## config.mk

```make
export PLATFORM = sky130hd
export DESIGN_NAME = btn_press_conditioner
export DESIGN_NICKNAME = d
export VERILOG_FILES = /design/src/rtl/btn_press_conditioner.sv
export SDC_FILE = /design/constraint.sdc
export NUM_CORES = 1
export LEC_CHECK = 0
export ABC_CLOCK_PERIOD_IN_PS = 6100
export BUFFER_PORTS_ARGS = -buffer_cell sky130_fd_sc_hd__buf_2
export CAP_MARGIN = 10
export CORE_AREA = 2 2 148 78
export DETAILED_ROUTE_END_ITERATION = 7
export DIE_AREA = 0 0 150 80
export PLACE_DENSITY = 0.58
export RECOVER_POWER = 100
export REMOVE_ABC_BUFFERS = 1
export SLEW_MARGIN = 25
export SYNTH_ARGS = -nofsm -noshare
export SYNTH_HDL_FRONTEND = slang
export SYNTH_SLANG_ARGS = --single-unit
export TNS_END_PERCENT = 100
```

## constraint.sdc

```tcl
create_clock -name clk -period 6.1 [get_ports clk]
set_input_delay 0.305 -clock clk [delete_from_list [all_inputs] [get_ports clk]]
set_output_delay 0.305 -clock clk [all_outputs]
set_load 0.01 [all_outputs]
```

## src/rtl/btn_press_conditioner.sv

```systemverilog
// Push-button front end: synchronizes and debounces a raw button pin, classifies
// short/long presses and produces a retriggerable beep enable for the tone block.
//
// state      | meaning
// IDLE       | button released, waiting for a pressed sample
// DB_PRESS   | pressed level seen, waiting for it to stay stable
// PRESSED    | press accepted, hold timer running
// LONG_HELD  | long press already reported, waiting for release
// DB_RELEASE | released level seen, waiting for it to stay stable
module btn_press_conditioner #(
  parameter int DEBOUNCE_CYCLES   = 1_000_000,
  parameter int LONG_PRESS_CYCLES = 150_000_000,
  parameter int BEEP_CYCLES       = 5_000_000,
  parameter bit BTN_ACTIVE_LOW    = 1'b1
) (
  input  logic clk,
  input  logic rst,
  input  logic btn_raw,
  output logic btn_level,
  output logic press_pulse,
  output logic release_pulse,
  output logic long_pulse,
  output logic beep_en
);

  localparam int DB_W   = (DEBOUNCE_CYCLES > 1) ? $clog2(DEBOUNCE_CYCLES) : 1;
  localparam int HOLD_W = (LONG_PRESS_CYCLES > 1) ? $clog2(LONG_PRESS_CYCLES) : 1;
  // The beep timer has to hold the load value itself, hence the +1.
  localparam int BEEP_W = (BEEP_CYCLES > 0) ? $clog2(BEEP_CYCLES + 1) : 1;

  localparam logic [DB_W-1:0]   DB_LAST   = DB_W'(DEBOUNCE_CYCLES - 1);
  localparam logic [HOLD_W-1:0] HOLD_LAST = HOLD_W'(LONG_PRESS_CYCLES - 1);
  localparam logic [BEEP_W-1:0] BEEP_LOAD = BEEP_W'(BEEP_CYCLES);
  localparam logic              RELEASED  = BTN_ACTIVE_LOW;

  typedef enum logic [2:0] {
    IDLE       = 3'd0,
    DB_PRESS   = 3'd1,
    PRESSED    = 3'd2,
    LONG_HELD  = 3'd3,
    DB_RELEASE = 3'd4
  } state_t;

  state_t state, state_nxt;

  logic              sync1, sync2, p;
  logic [DB_W-1:0]   db_cnt;
  logic [HOLD_W-1:0] hold_cnt;
  logic [BEEP_W-1:0] beep_cnt;
  logic              from_long;
  logic              db_run;

  always_ff @(posedge clk or posedge rst) begin
    if (rst) begin
      sync1 <= RELEASED;
      sync2 <= RELEASED;
    end else begin
      sync1 <= btn_raw;
      sync2 <= sync1;
    end
  end

  assign p = sync2 ^ RELEASED;

  always_ff @(posedge clk or posedge rst) begin
    if (rst) begin
      state     <= IDLE;
      btn_level <= 1'b0;
    end else begin
      state     <= state_nxt;
      btn_level <= (state_nxt == PRESSED) || (state_nxt == LONG_HELD) ||
                   (state_nxt == DB_RELEASE);
    end
  end

  always_comb begin
    state_nxt     = state;
    press_pulse   = 1'b0;
    release_pulse = 1'b0;
    long_pulse    = 1'b0;
    db_run        = 1'b0;
    case (state)
      IDLE: begin
        if (p) state_nxt = DB_PRESS;
      end
      DB_PRESS: begin
        if (!p) begin
          state_nxt = IDLE;
        end else if (db_cnt == DB_LAST) begin
          state_nxt   = PRESSED;
          press_pulse = 1'b1;
        end else begin
          db_run = 1'b1;
        end
      end
      PRESSED: begin
        // Long press wins over a release sample in the same cycle so the
        // long report is never lost once the hold time has elapsed.
        if (hold_cnt == HOLD_LAST) begin
          state_nxt  = LONG_HELD;
          long_pulse = 1'b1;
        end else if (!p) begin
          state_nxt = DB_RELEASE;
        end
      end
      LONG_HELD: begin
        if (!p) state_nxt = DB_RELEASE;
      end
      DB_RELEASE: begin
        if (p) begin
          state_nxt = from_long ? LONG_HELD : PRESSED;
        end else if (db_cnt == DB_LAST) begin
          state_nxt     = IDLE;
          release_pulse = 1'b1;
        end else begin
          db_run = 1'b1;
        end
      end
      default: state_nxt = IDLE;
    endcase
  end

  // db_run is only raised below the terminal count, so this never wraps.
  always_ff @(posedge clk or posedge rst) begin
    if (rst)         db_cnt <= '0;
    else if (db_run) db_cnt <= db_cnt + DB_W'(1);
    else             db_cnt <= '0;
  end

  always_ff @(posedge clk or posedge rst) begin
    if (rst) begin
      hold_cnt <= '0;
    end else if (press_pulse || state == IDLE) begin
      hold_cnt <= '0;
    end else if (state != DB_PRESS && hold_cnt != HOLD_LAST) begin
      hold_cnt <= hold_cnt + HOLD_W'(1);
    end
  end

  // Remembers where a release glitch should return to.
  always_ff @(posedge clk or posedge rst) begin
    if (rst)                      from_long <= 1'b0;
    else if (state != DB_RELEASE) from_long <= (state == LONG_HELD);
  end

  always_ff @(posedge clk or posedge rst) begin
    if (rst)                   beep_cnt <= '0;
    else if (press_pulse)      beep_cnt <= BEEP_LOAD;
    else if (beep_cnt != '0)   beep_cnt <= beep_cnt - BEEP_W'(1);
  end

  assign beep_en = (beep_cnt != '0);

endmodule

```

==> flow_summary.json, run 1 <==
{
  "final_cells": 594,
  "drt_pass1_iterations": 5,
  "core_area_mm2": 0.01068,
  "ys.flop_type": "dfrtp_1",
  "reg2reg_setup_slack_ns": 2.23,
  "finalHoldWorstSlack_ns": 0.06880,
  "io_pins": 8,
  "synth_edf_count": 0,
  "worst_clock_skew_ns": 0.005321,
  "async_reset_ff_frac": 1.000,
  "synthAdderAreaFrac": 0.009012,
  "cap_viol_max_count": 1,
  "worst-setup-path-type": "flop to flop",
  "synth_xor_area_frac": 0.09673,
  "tightest_slew_ns": 1.758,
  "worstPathCellList": "or3b_1 -> nor4_1 -> or2_0 -> nor3_1",
  "dp_cells": 578,
  "wl_per_cell_um": 15.60,
  "finalHoldViolations": 0,
  "fin_util": 0.4326,
  "h-tree-depth": 3,
  "grt_overflow": 0,
  "hpwl_mm": 6.293,
  "power_mw": 1.181,
  "r2r_start": "state[0]",
  "ys_ff_latch": 78,
  "cts_tree": "built",
  "r2r_cells": 4,
  "grt_pass1_wl_mm": 15.59,
  "post-route-drc-count": 0,
  "areaGrowthSynthToFinish_pct": 10.87,
  "num_vias": 3285,
  "crit_cells": 4,
  "start_util": 0.3902,
  "finalSetupTns_ns": 0,
  "die_area_mm2": 0.01200,
  "crit_buf_inv": 0,
  "slowest_delay_ns": 1.38,
  "setup_viol": 0,
  "clock_latency_ns": 0.34,
  "synthMuxAreaShare": 0.004806,
  "fp-row-count": 27,
  "fin_ws_ns": 2.228,
  "cts_repair_resize_count": 0,
  "synth_cell_type_count": 51,
  "cp.required_ns": 6.24,
  "r2r_end": "hold_cnt[2]",
  "power.density_mw_per_mm2": 255.6,
  "cp-start-kind": "flop",
  "critPathSlowestCell": "or2_0",
  "crit_path_end_kind": "flop",
  "port_buffers": 7,
  "critPathCapture": "hold_cnt[2]",
  "fmax_mhz": 258.3,
  "clk_pin_slew_ns": 0.06,
  "outcome": "complete, but fails checks",
  "fin_nets": 450,
  "ctsHoldBuffers": 0,
  "wl_mm": 9.266,
  "viasPerCell": 5.530,
  "antennaDiodeCount": 0,
  "synth_top_family_by_area": "simple AND/OR/NAND/NOR gates",
  "die_y_um": 80,
  "postCtsSetupBuffers": 0,
  "synthSimpleGateAreaFrac": 0.3049,
  "yosys_warnings": 0,
  "first_global_vias": 3054,
  "hold_class": "input port to flop",
  "die_w_um": 150,
  "peakVddDrop_mv": 0.1220,
  "syn_inst": 441,
  "cp_data_arrival_time_ns": 4.01,
  "root_buffer": "clkbuf_16",
  "rsz0062_at_grt": "false",
  "fin_area_mm2": 0.004618,
  "place_ws_ns": 3.279,
  "post_dp_cell_area_mm2": 0.004297,
  "drt_iter0_markers": 224,
  "violations": "capacitance limit, slew limit",
  "cp-startpoint": "state[0]",
  "yosysSeqAreaShare": 0.4692,
  "routabilityCongestion": 0.7760,
  "path_max_fanout": 28,
  "grtUsageTotal": 0.1672,
  "clock_path_buffers": 2,
  "critPathTopFamily": "simple AND/OR/NAND/NOR gates",
  "synth_compound_area_frac": 0.08411,
  "period_needed_ns": 3.872,
  "syn_avg_cell_area_um2": 9.445,
  "slew_headroom": -0.1718,
  "ant_nets": 0,
  "grt_max_degree": 79,
  "syn_area_mm2": 0.004165,
  "min_period_over_period": 0.6348,
  "p_leak_nw": 1.961,
  "finalMaxSlewViolations": 29,
  "cts_buffers": 9,
  "antenna_found_initial": 0,
  "cts_sinks": 78,
  "drive_above_1_share": 0.06904
}
==> report_power, final <==
part / leakage (nW) / switching [mW] / internal, mW / total (mW)
logic: 0.717 / 0.0249 / 0.00758 / 0.0324
clock network: 0.166 / 0.217 / 0.402 / 0.619
registers: 1.08 / 0.00677 / 0.523 / 0.529
==> how the worst min path moves through the flow <==
stage	start	endpoint	slack (ns)	cells past startpoint
finish	btn_raw	sync1	0.07	1
detailed placement	sync1	sync2	0.36	0
CTS	btn_raw	sync1	0.05	1
floorplan	btn_raw	sync1	0.31	0
global route	btn_raw	sync1	0.05	1
global placement	sync1	sync2	0.37	0
==> logic make-up after synthesis <==
group | Yosys count
buffers and inverters | 23
adders and majority gates | 3
xor gates and xnor gates | 46
and+or+nand+nor | 231
muxes | 2
DFF | 78
AOI/OAI and AO/OA | 58
==> state kept, by name, indices dropped and copies added, names as in the netlist <==
| signal | flops |
|---|---|
| sync1 | 1 |
| sync2 | 1 |
| from_long | 1 |
| db_cnt | 20 |
| hold_cnt | 28 |
| state | 3 |
| btn_level | 1 |
| beep_cnt | 23 |
==> Yosys cell counts (all sizes together), types with 3 or more instances <==
cell type | instances | area, µm²
a21oi | 21 | 105.1
and2 | 6 | 37.54
and3 | 9 | 56.30
and4 | 8 | 70.07
buf | 11 | 80.07
clkbuf | 5 | 18.77
dfrtp | 76 | 1902
ha | 3 | 37.54
inv | 6 | 22.52
nand2 | 25 | 93.84
nand2b | 4 | 25.02
nand3 | 30 | 150.1
nand4 | 19 | 118.9
nor2 | 64 | 240.2
nor3 | 12 | 60.06
nor4 | 15 | 127.6
nor4b | 5 | 50.04
o211ai | 4 | 30.03
o21ai | 17 | 85.08
o31ai | 5 | 37.54
or2 | 3 | 18.77
or3 | 16 | 100.1
or4 | 6 | 45.04
xnor2 | 14 | 122.6
xor2 | 32 | 280.3
==> area by class of cell <==
cell class                 count  area [µm²]
timing repair buffer           8       42.54
multi-input combinational    340        2066
clock inverter                 7       120.1
tap                          145       181.4
inverter                       7       28.78
sequential                    78        1954
clock buffer                   9       225.2
fill                        1071        6057
==> worst register-to-register path, delay by kind of cell, from the launching register on <==
family	cells	cell delay, ns
flip-flops	1	0.53
AND/OR/NAND/NOR	4	3.14
==> cell usage in the layout, fill, tap and decap left out, drive strengths merged, types with 2 or more instances in the layout <==
master and instances:
and2 6, o311ai 2, nor4b 5, and3 9
nor2 64, nor3 12, bufinv 3, nor4 15
and4 8, clkinvlp 3, nand3b 2, xor2 32
mux2i 2, nand2b 4, nor3b 2, nor4bb 2
nand3 30, nor2b 2, inv 7, nand4 19
o211ai 4, nand2 25, or3 16, dfrtp 76
a21oi 21, buf 5, xnor2 14, o31ai 5
o21ai 17, dfstp 2, ha 3, or2 3
clkbuf 12, or4 6
==> metal layers <==
metal,up-vias,global-route usage,share of wire
li1,1604,-,-
met1,1616,0.2542,0.55
met2,56,0.2292,0.40
met3,9,0.04857,0.040
met4,0,0.03962,0.0086
met5,-,0,0
(Power assumes the default switching activity.)
==> run 2, diff against run 1 <==
--- a/config.mk
+++ b/config.mk
@@ -5,12 +5,13 @@
 export SDC_FILE = /design/constraint.sdc
 export NUM_CORES = 1
 export LEC_CHECK = 0
-export ABC_CLOCK_PERIOD_IN_PS = 6100
+export ABC_AREA = 1
+export ABC_CLOCK_PERIOD_IN_PS = 3800
 export BUFFER_PORTS_ARGS = -buffer_cell sky130_fd_sc_hd__buf_2
 export CAP_MARGIN = 10
-export CORE_AREA = 2 2 148 78
+export CORE_AREA = 2 2 166 87
 export DETAILED_ROUTE_END_ITERATION = 7
-export DIE_AREA = 0 0 150 80
+export DIE_AREA = 0 0 168 89
 export PLACE_DENSITY = 0.58
 export RECOVER_POWER = 100
 export REMOVE_ABC_BUFFERS = 1
==> constraint.sdc (replaced) <==
create_clock -name clk -period 3.8 [get_ports clk]
set_input_delay 0.19 -clock clk [delete_from_list [all_inputs] [get_ports clk]]
set_output_delay 0.19 -clock clk [all_outputs]
set_load 0.01 [all_outputs]
==> run 2 against run 1 <==
The run still ends with capacitance limit, slew limit left. Synthesized area is 27% higher. Combinational power grew to 3.8 times the previous value. Routed wire length up 42%. Total power is 78% higher. Die area is 25% higher. Register-to-register slack worse by 1.3 ns. Global-route usage increased by 2.1 points. Sequential power increased by 60%. Cell area up 25%. Largest power group unchanged. Highest routed layer unchanged.
==> flow_summary.json, run 2 <==
{
  "clkPwrFrac": 0.536,
  "synth_edf_count": 0,
  "worst_clock_skew_ns": 0.01046,
  "ctsHoldBuffers": 2,
  "crit_path_end_kind": "flop",
  "min_period_over_period": 0.7446,
  "hold_class": "flop to flop",
  "synth_cell_type_count": 32,
  "top_regs": "hold_cnt (28), beep_cnt (23), db_cnt (20)",
  "setup_viol": 0,
  "hpwl_mm": 9.590,
  "start_util": 0.3960,
  "drt_iter0_markers": 334,
  "period_needed_ns": 2.829,
  "largest_register_ffs": 28,
  "pwr-share-seq": 0.405,
  "path_max_fanout": 33,
  "fin_ws_ns": 0.9707,
  "worstPathCellList": "ha_1 -> nand3_1 -> nor2_1 -> nand4_1 -> nand2_4 -> inv_1 -> nand3_1 -> nand2_1",
  "io_pins": 8,
  "finalHoldViolations": 0,
  "cts_sinks": 78,
  "die_w_um": 168,
  "antennaDiodeCount": 0,
  "rsz0062_at_grt": "false",
  "drt_pass1_iterations": 5,
  "cp.required_ns": 4.02,
  "grt_max_degree": 47,
  "finalSetupTns_ns": 0,
  "p_switching_uw": 460.6,
  "ys_ff_latch": 78,
  "clk_pin_slew_ns": 0.06,
  "areaGrowthSynthToFinish_pct": 9.580,
  "root_buffer": "clkbuf_16",
  "outcome": "complete, but fails checks",
  "finalMaxSlewViolations": 47,
  "cts_buffers": 9,
  "p_int_mw": 1.635,
  "top_register": "hold_cnt",
  "cp-start-kind": "flop",
  "syn_inst": 797,
  "cap_viol_max_count": 1,
  "comb_power_share": 0.059,
  "finalHoldWorstSlack_ns": 0.3550,
  "slew_headroom": -0.3831,
  "synth_compound_area_frac": 0.01968,
  "die_y_um": 89,
  "synthAdderAreaFrac": 0.007114,
  "ys.flop_type": "dfrtp_1",
  "violations": "capacitance limit, slew limit",
  "postCtsSetupBuffers": 0,
  "fin_util": 0.4339,
  "synth.top_cell.area_share": 0.3604,
  "cts_tree": "built",
  "syn_avg_cell_area_um2": 6.620,
  "worst-setup-path-type": "flop to flop",
  "fp-row-count": 30,
  "cp_common_cell": "nand3_1",
  "cp-startpoint": "db_cnt[0]",
  "critPathTopFamily": "simple AND/OR/NAND/NOR gates",
  "yosys.area.top_type": "dfrtp_1",
  "p_leak_nw": 2.894,
  "fmax_mhz": 353.4,
  "power.density_mw_per_mm2": 362.5,
  "synth_commonest_cells": "nand2_1, nor2_1, nand3_1",
  "hp-start": "sync1",
  "wl_mm": 13.11,
  "synthMuxAreaShare": 0,
  "cp_data_arrival_time_ns": 3.05,
  "yosys_warnings": 0,
  "syn_area_mm2": 0.005276,
  "synthSimpleGateAreaFrac": 0.4627,
  "final_cell_mix": "nand2_1, nor2_1, nand3_1, inv_1, dfrtp_1",
  "drive_above_1_share": 0.04579,
  "tightest_slew_ns": 2.063,
  "grt_overflow": 0,
  "wl_per_cell_um": 13.33,
  "swShare": 0.2197,
  "crit_buf_inv": 1,
  "grt_pass1_wl_mm": 22.24,
  "first_global_vias": 4607,
  "grtUsageTotal": 0.1880,
  "slowest_delay_ns": 0.50,
  "post-route-drc-count": 0,
  "r2r_start": "db_cnt[0]",
  "clock_latency_ns": 0.34,
  "yosysMostFrequentCell": "nand2_1",
  "cts_repair_resize_count": 0,
  "ant_nets": 0,
  "die_area_mm2": 0.01495,
  "dp_cells": 966,
  "h-tree-depth": 3,
  "clock_path_buffers": 2,
  "layout_commonest_cell": "nand2_1",
  "routabilityCongestion": 0.8525,
  "viasPerCell": 4.935,
  "antenna_found_initial": 0,
  "peakVddDrop_mv": 0.2025,
  "num_vias": 4856,
  "synthTopCellsByArea": "dfrtp_1, nand2_1, nor2_1",
  "port_buffers": 7,
  "place_ws_ns": 1.618,
  "synth_xor_area_frac": 0.05146,
  "critPathSlowestCell": "inv_1",
  "fin_nets": 809,
  "synth_top_family_by_area": "simple AND/OR/NAND/NOR gates",
  "async_reset_ff_frac": 1.000,
  "yosysSeqAreaShare": 0.3704,
  "core_area_mm2": 0.01333,
  "n_fill_cell": 1382,
  "final_cells": 984
}
## run 2: cell count changes after synthesis, moves of 9 or more
| cell | change |
|---|---|
| nand2_1 | +201 |
| nor2_1 | +104 |
| inv_1 | +83 |
| nand3_1 | +67 |
| or3_1 | -16 |
| a21oi_1 | -15 |
| nor4_1 | -11 |
| and3_1 | -9 |
| o21ai_0 | -9 |
| xor2_1 | -9 |
## run 2: final timing paths
| kind | to | slack, ns | cells past startpoint |
|---|---|---|---|
| max | hold_cnt[6] | 0.97 | 8 |
| min | sync2 | 0.36 | 0 |
| max reg2reg | hold_cnt[6] | 0.97 | 8 |
| min reg2reg | sync2 | 0.36 | 0 |
| max in group asynchronous | beep_cnt[0] | 1.32 | 4 |
| min in group asynchronous | hold_cnt[20] | 0.92 | 3 |
## run 2: layout make-up
class,count,area (µm²),share of cell area
Multi-Input combinational cell,608,2808,0.4856
Sequential cell,78,1954,0.3380
Inverter,95,357.8,0.06189
Clock buffer,9,225.2,0.03895
Tap cell,176,220.2,0.03809
Clock inverter,7,160.2,0.02770
Timing Repair Buffer,11,56.30,0.009738
## run 2: kinds of logic after synthesis
group,Yosys count
flops,78
buf+inv,111
xor+xnor,31
compound gates,18
simple gates,556
fa+ha+maj,3
## run 2: power groups by stage
stage,clock network [mW],registers (mW),logic (mW)
after floorplan,0,0.863,0.0893
after global placement,0,0.864,0.129
after detailed placement,0,0.864,0.129
after CTS,1.15,0.849,0.130
after global routing,1.19,0.850,0.141
final,1.12,0.849,0.124
## run 2: metrics by stage
step	area [µm²]	power, mW
after floorplan	5165	0.9518
after global placement	5436	0.9926
after detailed placement	5436	0.9930
after CTS	5842	2.133
after global routing	5782	2.179
final	5782	2.096
## run 2: metal layers
metal | vias to the layer above | part of all wire | track usage
met3 | 14 | 0.042 | 0.03851
met4 | 0 | 0.0094 | 0.05296
met5 | - | 0 | 0
li1 | 2512 | - | -
met2 | 87 | 0.44 | 0.3219
met1 | 2243 | 0.50 | 0.2462
